--- src/rtl/branch_resolve_unit.sv ---
// Execute-side branch resolution: in-order queue of predicted branches matched
// against ALU outcomes, driving predictor training, redirect and wrong-path flush.
module branch_resolve_unit #(
  parameter int unsigned DEPTH = 4,
  parameter int unsigned CNT_W = 32
) (
  input  logic             clk,
  input  logic             reset_n,
  input  logic             pred_valid,
  output logic             pred_ready,
  input  logic [31:0]      pred_pc,
  input  logic             pred_taken,
  input  logic [31:0]      pred_target,
  input  logic             res_valid,
  input  logic             res_taken,
  input  logic [31:0]      res_target,
  output logic             update,
  output logic             actual_taken,
  output logic             mispredict,
  output logic [31:0]      redirect_pc,
  output logic [CNT_W-1:0] branch_cnt,
  output logic [CNT_W-1:0] mispredict_cnt,
  output logic             underflow_err
);

  localparam int unsigned       PTR_W    = $clog2(DEPTH);
  localparam logic [PTR_W:0]    FULL_CNT = (PTR_W + 1)'(DEPTH);
  localparam logic [CNT_W-1:0]  CNT_MAX  = '1;

  logic [31:0]      pc_mem     [DEPTH];
  logic [31:0]      target_mem [DEPTH];
  logic [DEPTH-1:0] taken_mem;

  logic [PTR_W-1:0] rd_ptr;
  logic [PTR_W-1:0] wr_ptr;
  logic [PTR_W:0]   count;

  logic        full;
  logic        push;
  logic        resolve;
  logic        mis;
  logic        head_taken;
  logic [31:0] head_pc;
  logic [31:0] head_target;
  logic [31:0] next_pc;

  assign pred_ready = !full;

  always_comb begin
    full        = (count == FULL_CNT);
    push        = pred_valid && !full;
    resolve     = res_valid && (count != '0);
    head_pc     = pc_mem[rd_ptr];
    head_target = target_mem[rd_ptr];
    head_taken  = taken_mem[rd_ptr];
    // Target only matters when both prediction and outcome are taken.
    mis         = resolve && ((res_taken != head_taken) ||
                              (res_taken && (res_target != head_target)));
    next_pc     = res_taken ? res_target : head_pc + 32'd4;
  end

  // Occupancy and pointers; a mispredict flushes everything including a same-cycle push.
  always_ff @(posedge clk or negedge reset_n) begin
    if (!reset_n) begin
      rd_ptr <= '0;
      wr_ptr <= '0;
      count  <= '0;
    end else if (mis) begin
      rd_ptr <= wr_ptr;
      count  <= '0;
    end else begin
      if (push)    wr_ptr <= wr_ptr + 1'b1;
      if (resolve) rd_ptr <= rd_ptr + 1'b1;
      if (push && !resolve)      count <= count + 1'b1;
      else if (!push && resolve) count <= count - 1'b1;
    end
  end

  always_ff @(posedge clk) begin
    if (push && !mis) begin
      pc_mem[wr_ptr]     <= pred_pc;
      target_mem[wr_ptr] <= pred_target;
      taken_mem[wr_ptr]  <= pred_taken;
    end
  end

  always_ff @(posedge clk or negedge reset_n) begin
    if (!reset_n) begin
      update         <= 1'b0;
      actual_taken   <= 1'b0;
      mispredict     <= 1'b0;
      redirect_pc    <= '0;
      branch_cnt     <= '0;
      mispredict_cnt <= '0;
      underflow_err  <= 1'b0;
    end else begin
      update     <= resolve;
      mispredict <= mis;
      if (resolve) begin
        actual_taken <= res_taken;
        redirect_pc  <= next_pc;
        if (branch_cnt != CNT_MAX) branch_cnt <= branch_cnt + 1'b1;
      end
      if (mis && (mispredict_cnt != CNT_MAX)) mispredict_cnt <= mispredict_cnt + 1'b1;
      if (res_valid && (count == '0)) underflow_err <= 1'b1;
    end
  end

endmodule

--- config.mk ---
export PLATFORM = sky130hd
export DESIGN_NAME = branch_resolve_unit
export DESIGN_NICKNAME = d
export VERILOG_FILES = /design/src/rtl/branch_resolve_unit.sv
export SDC_FILE = /design/constraint.sdc
export NUM_CORES = 1
export LEC_CHECK = 0
export ABC_AREA = 1
export BUFFER_PORTS_ARGS = -buffer_cell sky130_fd_sc_hd__buf_2
export CAP_MARGIN = 10
export CORE_MARGIN = 4
export CORE_UTILIZATION = 47
export CTS_CLUSTER_DIAMETER = 120
export CTS_CLUSTER_SIZE = 24
export DETAILED_ROUTE_END_ITERATION = 8
export GPL_TIMING_DRIVEN = 0
export PLACE_DENSITY = 0.65
export SLEW_MARGIN = 15
export SYNTH_ARGS = -nofsm -noshare
export SYNTH_HDL_FRONTEND = slang
export SYNTH_SLANG_ARGS = --single-unit
--- constraint.sdc ---
create_clock -name clk -period 9.76 [get_ports clk]
set_input_delay 0.976 -clock clk [delete_from_list [all_inputs] [get_ports clk]]
set_output_delay 0.976 -clock clk [all_outputs]
set_load 0.1 [all_outputs]
==> results.txt <==
LEAKAGE: 8.90 nW
First-pass GRT wire length: 74700 um
Flops & latches, synth: 367
Total clock sinks: 367
Fmax: 0.243 GHz
Biggest area consumer among synthesized cells: edfxtp_1
Crit path cell chain: buf_4 -> clkbuf_1 -> nand3_1 -> nand2_1 -> nand3_1 -> nor2_1 -> nand2_1 -> nor2_1 -> nand3_1 -> o21bai_4 -> nand2_1 -> nor2_4 -> buf_12 -> buf_12
CTS tree: built
Netlist cell types: 43
Vias in the first global route: 13072
DPL Wire Length: 37400 um
Die H: 201 um
Reg2reg setup slack: 5650 ps
Routed length per instance: 19.0 um
Crit path max fanout: 23
Worst clock skew: 35.4 ps
Relative slew slack: 43.5%
Reg clk slew, reported paths: 100 ps
Largest net degree at the start of global routing: 67
Sequential-to-total area share from yosys stat: 60.0%
DRC Markers: 0
CTS resizes: 0
TritonCTS Buffers: 19
Core area: 0.0366 mm^2
Area delta synth->final: 14.1%
Cell Pwr Density: 297 mW/mm^2
# IOs: 203
GPL Wtd Cong: 0.913
Worst-case clock buffer depth: 3
Cells after Synth: 1873
Most common cell after layout, fill and taps aside: nand2_1
Drt first pass iters: 5
Post-layout nets: 2218
Vias: 13605
Final antenna-violating net count: 0
Slew Viols, Final: 0
Initial antenna violation count: 2
Die W: 201 um
Syn avg cell area: 9.33 um^2
Netlist Area Pre-Place: 0.0175 mm^2
Synthesized Nets: 1983
Share of layout cells above drive strength 1: 14.8%
# port buffers: 202
Post-Place Cells: 2555
Required @ worst endpoint: 9980 ps
Worst slew pin tran: 840 ps
Status: finished, final reports clean
Critical path type: reg2reg
Row count: 70
RSZ-0062 raised after global routing: no
Gr usage total: 23.6%
Crit path DAT: 4340 ps
Hold buffers post-CTS: 0
Tcrit/Tclk final: 42.2%
Final setup fails: 0
HP Class: in2async
Routed vias/inst: 5.25
Final hold vios: 0
CP peak stage delay: 720 ps
Non-filler cells, final: 2591
Final WL: 49200 um
Share of the synthesized area in the top cell type: 44.7%
Most frequent cells in the layout: nand2_1 (540), edfxtp_1 (260), nor2_1 (234)
Synth area leaders: edfxtp_1 (45%), dfrtp_1 (15%), nand2_1 (12%)
Setup TNS: 0 ps
Time the worst path needs with I/O delays and setup: 4110 ps
Post-CTS Setup Bufs: 0
GRT overflow: 0
Type of origin of the critical path: register
Root buffer cell: clkbuf_16
Ys Warns: 0
First-iteration detailed-routing DRC count: 1015
Initial core utilization: 47.8%
Worst VDD drop: 223 uV
Nature of the critical path endpoint: register
H-tree depth: 1
Clk Latency, worst-skew pair: 550 ps
CP max stage cell: nor2_4
Die Footprint: 0.0404 mm^2
Max-cap violations: 0
-- where the power goes --
part / total, W / switching (W) / internal [W]
Combinational: 0.00292 / 0.00219 / 0.000726
Sequential: 0.00213 / 0.000144 / 0.00199
Clock: 0.000883 / 0.000505 / 0.000378
-- final cells by class --
type / count / area [um^2]
Antenna cell: 2 / 5.00
Multi-Input combinational cell: 1261 / 5910
Fill cell: 3402 / 16700
Buffer: 67 / 447
Sequential cell: 367 / 10500
Tap cell: 468 / 586
Timing Repair Buffer: 214 / 1300
Clock inverter: 2 / 25.0
Inverter: 178 / 671
Clock buffer: 32 / 524
-- worst max-delay path: cells and delay by family (launching register included) --
kind | cells | cell delay, ps
AO/OA/AOI/OAI | 1 | 280
flip-flops | 1 | 330
buffers and inverters | 4 | 1160
AND/OR/NAND/NOR | 9 | 1980
-- routing by layer --
metal  GRT usage [%]  routed length, um
met1            31.6              20800
met2            41.1              24200
met3            2.21               2720
met4            6.96               1570
met5               0                  0
-- sequential cells by signal, summed over array words and instances (netlist names), 2 cells and up --
name / count
branch_cnt: 32
pc_mem: 128
mispredict_cnt: 32
taken_mem: 4
target_mem: 128
redirect_pc: 32
count: 3
rd_ptr: 2
wr_ptr: 2
-- cell families after synthesis --
family | count (synthesis) | share of synthesized area, %
fa+ha+maj | 8 | 0.615
xor+xnor | 80 | 4.01
flops | 367 | 60.0
simple gates | 1014 | 24.1
compound gates | 159 | 4.89
buf+inv | 245 | 6.39
-- final timing paths --
path                                                   from  depth (start not counted)                     endpoint
min in group clk                redirect_pc[24]$_DFFE_PN0P_                          2  redirect_pc[24]$_DFFE_PN0P_
worst max-delay path                  rd_ptr[1]$_DFFE_PN0P_                         14  target_mem[1][22]$_DFFE_PP_
worst max register to register        rd_ptr[1]$_DFFE_PN0P_                         14  target_mem[1][22]$_DFFE_PP_
max in group asynchronous                           reset_n                          2  redirect_pc[24]$_DFFE_PN0P_
worst min register to register  redirect_pc[24]$_DFFE_PN0P_                          2  redirect_pc[24]$_DFFE_PN0P_
worst min-delay path                                reset_n                          1   branch_cnt[19]$_DFFE_PN0P_
-- per-stage QoR --
stage / instance area, um^2 / total power (W) / hold slack, ps / worst slack, ps / utilization (%)
2_1_floorplan: 17500 / 0.00423 / 492 / 4720 / -
3_3_place_gp: 19100 / 0.00500 / 461 / 1760 / 52.1
3_5_place_dp: 19400 / 0.00507 / 462 / 5710 / 53.0
4_1_cts: 20000 / 0.00595 / 344 / 5630 / 54.5
5_1_grt: 20000 / 0.00627 / 359 / 5400 / 54.5
6_report: 20000 / 0.00593 / 348 / 5650 / 54.5
-- Yosys cell counts (all sizes together) --
cell    instances
nor4           11
xnor2          25
clkbuf         15
fa              1
o21a            1
nand4          21
a22o            2
a31oi           1
buf            52
o22ai           4
ha              7
nand2         541
xor2           55
a221oi          1
edfxtp        260
a21oi          39
inv           176
nor3           35
nand3         151
nand2b          1
or2             1
clkinv          2
o211ai          2
nor2          244
dfrtp         107
and3            2
o21bai          2
and2            1
nand3b          6
o21ai         107
Note: power is estimated with default switching activity, not from simulation.
